$ cat src/rtl/srambank_ctrl_if.sv
// Client-side request/response channel for srambank_ctrl.
//   master : the datapath client (drives requests, accepts responses)
//   slave  : the bank controller (accepts requests, returns read data)
// Signals:
//   req_valid/req_ready  request handshake
//   req_write            1 = write, 0 = read
//   req_addr             {bank, word}; the upper BANK_W bits select the bank
//   req_wdata            write data
//   rsp_valid/rsp_ready  read-response handshake
//   rsp_rdata            read data
//   rsp_err              the read targeted a nonexistent bank
interface srambank_ctrl_if #(
    parameter int BANK_W = 2,
    parameter int ADDR_W = 9,
    parameter int DATA_W = 20
);
    logic                     req_valid;
    logic                     req_ready;
    logic                     req_write;
    logic [BANK_W+ADDR_W-1:0] req_addr;
    logic [DATA_W-1:0]        req_wdata;
    logic                     rsp_valid;
    logic                     rsp_ready;
    logic [DATA_W-1:0]        rsp_rdata;
    logic                     rsp_err;

    modport master (
        output req_valid, req_write, req_addr, req_wdata, rsp_ready,
        input  req_ready, rsp_valid, rsp_rdata, rsp_err
    );

    modport slave (
        input  req_valid, req_write, req_addr, req_wdata, rsp_ready,
        output req_ready, rsp_valid, rsp_rdata, rsp_err
    );
endinterface

$ cat src/rtl/srambank_ctrl.sv
// Initiator-side controller for NBANKS synchronous single-port SRAM banks.
// Requests arrive on bus (valid/ready); the bank field is decoded into a
// one-hot bank select and address, write data and strobes are driven to the
// banks from registers. Reads return on the bus response channel.
// Ports:
//   clk           clock, rising edge
//   reset         asynchronous active-high reset
//   bus           srambank_ctrl_if.slave request/response channel
//   sram_address  registered word address (all banks)
//   sram_wd       registered write data (all banks)
//   sram_banksel  registered one-hot bank select
//   sram_read     registered read strobe
//   sram_write    registered write strobe
//   sram_dataout  concatenated bank outputs, bank i at [i*DATA_W +: DATA_W]
module srambank_ctrl #(
    parameter int NBANKS = 4,
    parameter int BANK_W = 2,
    parameter int ADDR_W = 9,
    parameter int DATA_W = 20
) (
    input  logic                     clk,
    input  logic                     reset,
    srambank_ctrl_if.slave           bus,
    output logic [ADDR_W-1:0]        sram_address,
    output logic [DATA_W-1:0]        sram_wd,
    output logic [NBANKS-1:0]        sram_banksel,
    output logic                     sram_read,
    output logic                     sram_write,
    input  logic [NBANKS*DATA_W-1:0] sram_dataout
);

    typedef enum logic [1:0] {
        IDLE     = 2'd0,
        RD_ISSUE = 2'd1,
        RD_RESP  = 2'd2
    } state_t;

    // One extra bit so NBANKS == 2**BANK_W is representable.
    localparam logic [BANK_W:0] NBANKS_W = (BANK_W+1)'(NBANKS);

    state_t              state_q;
    logic [ADDR_W-1:0]   addr_q;
    logic [DATA_W-1:0]   wd_q;
    logic [NBANKS-1:0]   banksel_q;
    logic                read_q;
    logic                write_q;
    logic                rsp_valid_q;
    logic                rsp_err_q;
    logic [BANK_W-1:0]   bank_q;
    logic                oor_q;

    logic [BANK_W-1:0]   req_bank;
    logic [ADDR_W-1:0]   req_word;
    logic                oor_d;
    logic [NBANKS-1:0]   banksel_d;
    logic                accept;
    logic [DATA_W-1:0]   rdata_mux;

    assign req_bank = bus.req_addr[ADDR_W +: BANK_W];
    assign req_word = bus.req_addr[ADDR_W-1:0];
    assign oor_d    = ({1'b0, req_bank} >= NBANKS_W);

    // Ready drops combinationally with reset so nothing is accepted while
    // the controller is held in reset.
    assign bus.req_ready = (state_q == IDLE) && !reset;
    assign accept        = bus.req_valid && bus.req_ready;

    // An out-of-range bank matches no index, so its select is all-zero.
    always_comb begin
        // NOTE: every always_comb output gets a default first so no path
        // leaves it unassigned and infers a latch.
        banksel_d = '0;
        for (int i = 0; i < NBANKS; i++) begin
            banksel_d[i] = (req_bank == BANK_W'(i));
        end
    end

    // The selected bank holds its output until its next read, and no other
    // read is issued before the response handshake, so this mux is stable
    // for the whole of RD_RESP.
    always_comb begin
        rdata_mux = '0;
        if (!rsp_err_q) begin
            for (int i = 0; i < NBANKS; i++) begin
                if (bank_q == BANK_W'(i)) begin
                    rdata_mux = sram_dataout[i*DATA_W +: DATA_W];
                end
            end
        end
    end

    // NOTE: asynchronous reset takes effect immediately, without a clock;
    // it discards any in-flight read, so no response follows a reset.
    always_ff @(posedge clk or posedge reset) begin
        if (reset) begin
            state_q     <= IDLE;
            addr_q      <= '0;
            wd_q        <= '0;
            banksel_q   <= '0;
            read_q      <= 1'b0;
            write_q     <= 1'b0;
            rsp_valid_q <= 1'b0;
            rsp_err_q   <= 1'b0;
            bank_q      <= '0;
            oor_q       <= 1'b0;
        end else begin
            // NOTE: non-blocking assignments so every register samples the
            // pre-edge values regardless of statement order.
            case (state_q)
                IDLE: begin
                    read_q    <= 1'b0;
                    write_q   <= 1'b0;
                    banksel_q <= '0;
                    if (accept) begin
                        addr_q    <= req_word;
                        wd_q      <= bus.req_wdata;
                        banksel_q <= banksel_d;
                        bank_q    <= req_bank;
                        oor_q     <= oor_d;
                        if (bus.req_write) begin
                            // A write to a missing bank is accepted and dropped.
                            write_q <= !oor_d;
                        end else begin
                            read_q  <= 1'b1;
                            state_q <= RD_ISSUE;
                        end
                    end
                end
                RD_ISSUE: begin
                    // The bank samples the read strobe at this edge.
                    read_q      <= 1'b0;
                    write_q     <= 1'b0;
                    banksel_q   <= '0;
                    rsp_valid_q <= 1'b1;
                    rsp_err_q   <= oor_q;
                    state_q     <= RD_RESP;
                end
                RD_RESP: begin
                    if (bus.rsp_ready) begin
                        rsp_valid_q <= 1'b0;
                        rsp_err_q   <= 1'b0;
                        state_q     <= IDLE;
                    end
                end
                default: begin
                    state_q <= IDLE;
                end
            endcase
        end
    end

    assign sram_address  = addr_q;
    assign sram_wd       = wd_q;
    assign sram_banksel  = banksel_q;
    assign sram_read     = read_q;
    assign sram_write    = write_q;
    assign bus.rsp_valid = rsp_valid_q;
    assign bus.rsp_err   = rsp_err_q;
    assign bus.rsp_rdata = rdata_mux;

endmodule
$ cat src/flat_wrapper.sv
// flat-port wrapper written by rule: the top's interface ports become plain ports
module srambank_ctrl_flat 
#(
    parameter int NBANKS = 4,
    parameter int BANK_W = 2,
    parameter int ADDR_W = 9,
    parameter int DATA_W = 20
)
  (clk, reset, sram_address, sram_wd, sram_banksel, sram_read, sram_write, sram_dataout, bus_req_valid, bus_req_write, bus_req_addr, bus_req_wdata, bus_rsp_ready, bus_req_ready, bus_rsp_valid, bus_rsp_rdata, bus_rsp_err);
  srambank_ctrl_if #(.BANK_W(BANK_W), .ADDR_W(ADDR_W), .DATA_W(DATA_W)) bus_i ();
  input  logic clk;
  input  logic reset;
  output logic [ADDR_W-1:0] sram_address;
  output logic [DATA_W-1:0] sram_wd;
  output logic [NBANKS-1:0] sram_banksel;
  output logic sram_read;
  output logic sram_write;
  input  logic [NBANKS*DATA_W-1:0] sram_dataout;
  input wire logic [$bits(bus_i.req_valid)-1:0] bus_req_valid;
  input wire logic [$bits(bus_i.req_write)-1:0] bus_req_write;
  input wire logic [$bits(bus_i.req_addr)-1:0] bus_req_addr;
  input wire logic [$bits(bus_i.req_wdata)-1:0] bus_req_wdata;
  input wire logic [$bits(bus_i.rsp_ready)-1:0] bus_rsp_ready;
  output wire logic [$bits(bus_i.req_ready)-1:0] bus_req_ready;
  output wire logic [$bits(bus_i.rsp_valid)-1:0] bus_rsp_valid;
  output wire logic [$bits(bus_i.rsp_rdata)-1:0] bus_rsp_rdata;
  output wire logic [$bits(bus_i.rsp_err)-1:0] bus_rsp_err;
  assign bus_i.req_valid = bus_req_valid;
  assign bus_i.req_write = bus_req_write;
  assign bus_i.req_addr = bus_req_addr;
  assign bus_i.req_wdata = bus_req_wdata;
  assign bus_i.rsp_ready = bus_rsp_ready;
  assign bus_req_ready = bus_i.req_ready;
  assign bus_rsp_valid = bus_i.rsp_valid;
  assign bus_rsp_rdata = bus_i.rsp_rdata;
  assign bus_rsp_err = bus_i.rsp_err;
  srambank_ctrl #(.NBANKS(NBANKS), .BANK_W(BANK_W), .ADDR_W(ADDR_W), .DATA_W(DATA_W)) u_core (.clk(clk), .reset(reset), .bus(bus_i), .sram_address(sram_address), .sram_wd(sram_wd), .sram_banksel(sram_banksel), .sram_read(sram_read), .sram_write(sram_write), .sram_dataout(sram_dataout));
endmodule
$ cat config.mk
export PLATFORM = sky130hd
export DESIGN_NAME = srambank_ctrl_flat
export DESIGN_NICKNAME = d
export VERILOG_FILES = /design/src/rtl/srambank_ctrl_if.sv /design/src/rtl/srambank_ctrl.sv /design/src/flat_wrapper.sv
export SDC_FILE = /design/constraint.sdc
export NUM_CORES = 1
export LEC_CHECK = 0
export ABC_CLOCK_PERIOD_IN_PS = 2000
export BUFFER_PORTS_ARGS = -buffer_cell sky130_fd_sc_hd__buf_2
export CORE_ASPECT_RATIO = 1.75
export CORE_UTILIZATION = 38
export CTS_CLUSTER_DIAMETER = 120
export DETAILED_ROUTE_END_ITERATION = 6
export PLACE_DENSITY = 0.8
export SETUP_SLACK_MARGIN = 0.02
export SYNTH_ARGS = -nofsm -noshare
export SYNTH_HDL_FRONTEND = slang
export SYNTH_SLANG_ARGS = --single-unit
$ cat constraint.sdc
create_clock -name clk -period 2 [get_ports clk]
set_input_delay 0.2 -clock clk [delete_from_list [all_inputs] [get_ports clk]]
set_output_delay 0.2 -clock clk [all_outputs]
set_load 0.02 [all_outputs]
==> results.sh <==
export IMPL_clkLatencyLatePin_ns=0.29
export IMPL_crit_required_ns=1.80
export IMPL_dieArea_um2=5604
export IMPL_multi_input_area_um2=938.4
export IMPL_path_max_fanout=20
export IMPL_rsz0062_at_grt="false"
export IMPL_track_usage_pct=22.75
export IMPL_port_buffers=172
export IMPL_synth_top_family_by_area="multiplexers"
export IMPL_min_period_ns=1.824
export IMPL_die_y_um=98.29
export IMPL_avgSynthCellArea_um2=16.64
export IMPL_p_total_mw=3.050
export IMPL_grt_overflow_total=0
export IMPL_layout_setup_ws_ns=0.1760
export IMPL_irDropWorstVdd_v=0.001222
export IMPL_initial_utilization_pct=40.10
export IMPL_mappedNetlistNets=237
export IMPL_placementRows=34
export IMPL_syn_area_um2=2013
export IMPL_seq_area_frac_synth_pct=49.72
export IMPL_grt_first_pass_wirelength_um=9425
export IMPL_holdCritPathClass="in2async"
export IMPL_htreeDepth=2
export IMPL_cts_setup_buffers=0
export IMPL_num_vias=1839
export IMPL_hold_violations=0
export IMPL_endpoint_kind="output pin"
export IMPL_status="finished, violations left"
export IMPL_ys_types=23
export IMPL_worstSetupStartpointType="flip-flop"
export IMPL_hpwl_um=5173
export IMPL_drt_first_pass_iters=7
export IMPL_p_leak_nw=1.564
export IMPL_dp_cells=342
export IMPL_tritoncts="built"
export IMPL_fin_skew_ns=0.006527
export IMPL_fin_cells=350
export IMPL_timing_final_crit_share_pct=91.20
export IMPL_ys_warn_count=0
export IMPL_setup_worst_path_class="reg2out"
export IMPL_antenna_found_initial=1
export IMPL_fin_area_um2=3067
export IMPL_nFillCells=410
export IMPL_setup_viol=0
export IMPL_ff_latch_area_um2=1002
export IMPL_cts_sinks=40
export IMPL_cts_buffers=5
export IMPL_utilization_pct=61.09
export IMPL_drive_above_1_share_pct=79.32
export IMPL_final_cell_mix="buf_2, dfrtp_1, mux2_2, mux4_2, clkbuf_8"
export IMPL_drt_iter0_markers=94
export IMPL_grt_max_degree=41
export IMPL_layout_commonest_cell="buf_2"
export IMPL_root_buffer="clkbuf_8"
export IMPL_hold_buffers=0
export IMPL_dieWidth_um=57.02
export IMPL_fmax_mhz=548.2
export IMPL_io_pins=174
export IMPL_synthMuxAreaShare_pct=40.21
export IMPL_area_growth_pct=52.33
export IMPL_synth_adder_area_share_pct=0
export IMPL_tns_ns=0
export IMPL_p_per_area_nw_per_um2=994.7
export IMPL_max_cap_violations=0
export IMPL_post_drt_wl_per_cell_um=17.89
export IMPL_synth_simple_area_share_pct=2.983
export IMPL_grt_pass1_vias=1992
export IMPL_cp_arrival_ns=1.62
export IMPL_core_um2=5020
export IMPL_drt_wl_total_um=6263
export IMPL_violations="design-rule violations"
export IMPL_clk_path_buf_depth=2
export IMPL_antenna_left=0
export IMPL_synth_compound_area_share_pct=3.232
export IMPL_route_detailed_drc=34
export IMPL_via_per_inst=5.254
export IMPL_dpl_cell_area_um2=2934
export IMPL_synth_xor_area_share_pct=0
export IMPL_hold_slack_ns=0.05395
export IMPL_clkTransAtPathRegs_ns=0.07
export IMPL_nets=411
export IMPL_drv_slew=0
export IMPL_cts_resized_gates=1
export IMPL_syn_instance_count=121
export IMPL_pre_cts_slack_ns=0.3020
export IMPL_ys_ff_latch=40
export IMPL_gp_congestion=0.7938
-- critical path, cell delays in order (launching register included) --
cell     delay (ns)
dfrtp_1        0.39
buf_12         0.21
mux4_2         0.55
buf_2          0.18
-- sequential cells by signal (all words and copies together) (netlist names) --
name	cells
u_core.sram_write	1
u_core.bank_q	2
u_core.sram_banksel	4
u_core.sram_read	1
u_core.bus.rsp_valid	1
u_core.sram_wd	20
u_core.state_q	2
u_core.sram_address	9
-- final cells by class --
class                      count  share of cell area [%]
timing repair buffer         176                   29.87
multi-input combinational     69                   30.60
antenna                        1                 0.08160
inverter                       3                  0.3672
tap                           54                   2.203
clock inverter                 2                   1.958
clock buffer                   5                   2.244
sequential                    40                   32.68
-- per-layer routing --
layer	wire length [µm]	GRT usage [%]	part of all wire [%]	vias to the layer above
li1	-	-	-	811
met2	3234	41.27	52	150
met4	187	10.51	3.0	0
met5	0	0	0	-
met1	2071	22.44	33	865
met3	769	7.947	12	13
-- synthesized netlist by cell type (all sizes together) --
| library cell | instances | share of area [%] |
|---|---|---|
| mux4 | 20 | 22 |
| a22o | 1 | 0.44 |
| nand2b | 1 | 0.31 |
| o21ai | 1 | 0.25 |
| or4b | 1 | 0.50 |
| nand2 | 3 | 0.56 |
| o31ai | 2 | 0.75 |
| inv | 3 | 0.56 |
| buf | 6 | 2.5 |
| dfrtp | 40 | 50 |
| conb | 1 | 0.19 |
| a32o | 2 | 0.99 |
| mux2 | 31 | 17 |
| a21boi | 1 | 0.37 |
| nor2 | 1 | 0.19 |
| nor4b | 1 | 1.2 |
| nor3 | 1 | 0.25 |
| mux2i | 1 | 0.50 |
| a2bb2oi | 1 | 0.44 |
| clkbuf | 3 | 0.56 |
-- power breakdown --
group          switching (mW)  internal, mW
Clock                   0.275         0.491
Sequential              0.117         0.961
Combinational           0.632         0.574
Total                    1.02          2.03
-- cells by family (layout without fill, tap and decap cells) --
logic type / after synthesis / in the layout
flip-flops: 40 / 40
AND/OR/NAND/NOR: 8 / 8
multiplexers: 52 / 52
other: 1 / 2
AO/OA/AOI/OAI: 8 / 8
buffers and inverters: 12 / 186
-- final timing paths --
check / cells past startpoint / start / slack, ns / endpoint
setup / recovery: 3 / u_core.bank_q[0] / 0.18 / bus_rsp_rdata[0]
hold / removal: 3 / reset / 0.05 / u_core.sram_write
setup reg to reg: 3 / u_core.state_q[0] / 0.36 / u_core.sram_wd[15]
hold reg to reg: 1 / u_core.sram_wd[0] / 0.50 / u_core.sram_wd[0]
max in group asynchronous: 3 / reset / 1.58 / u_core.bank_q[1]
min in group clk: 2 / bus_req_write / 0.08 / u_core.state_q[0]
(Power assumes the default switching activity.)
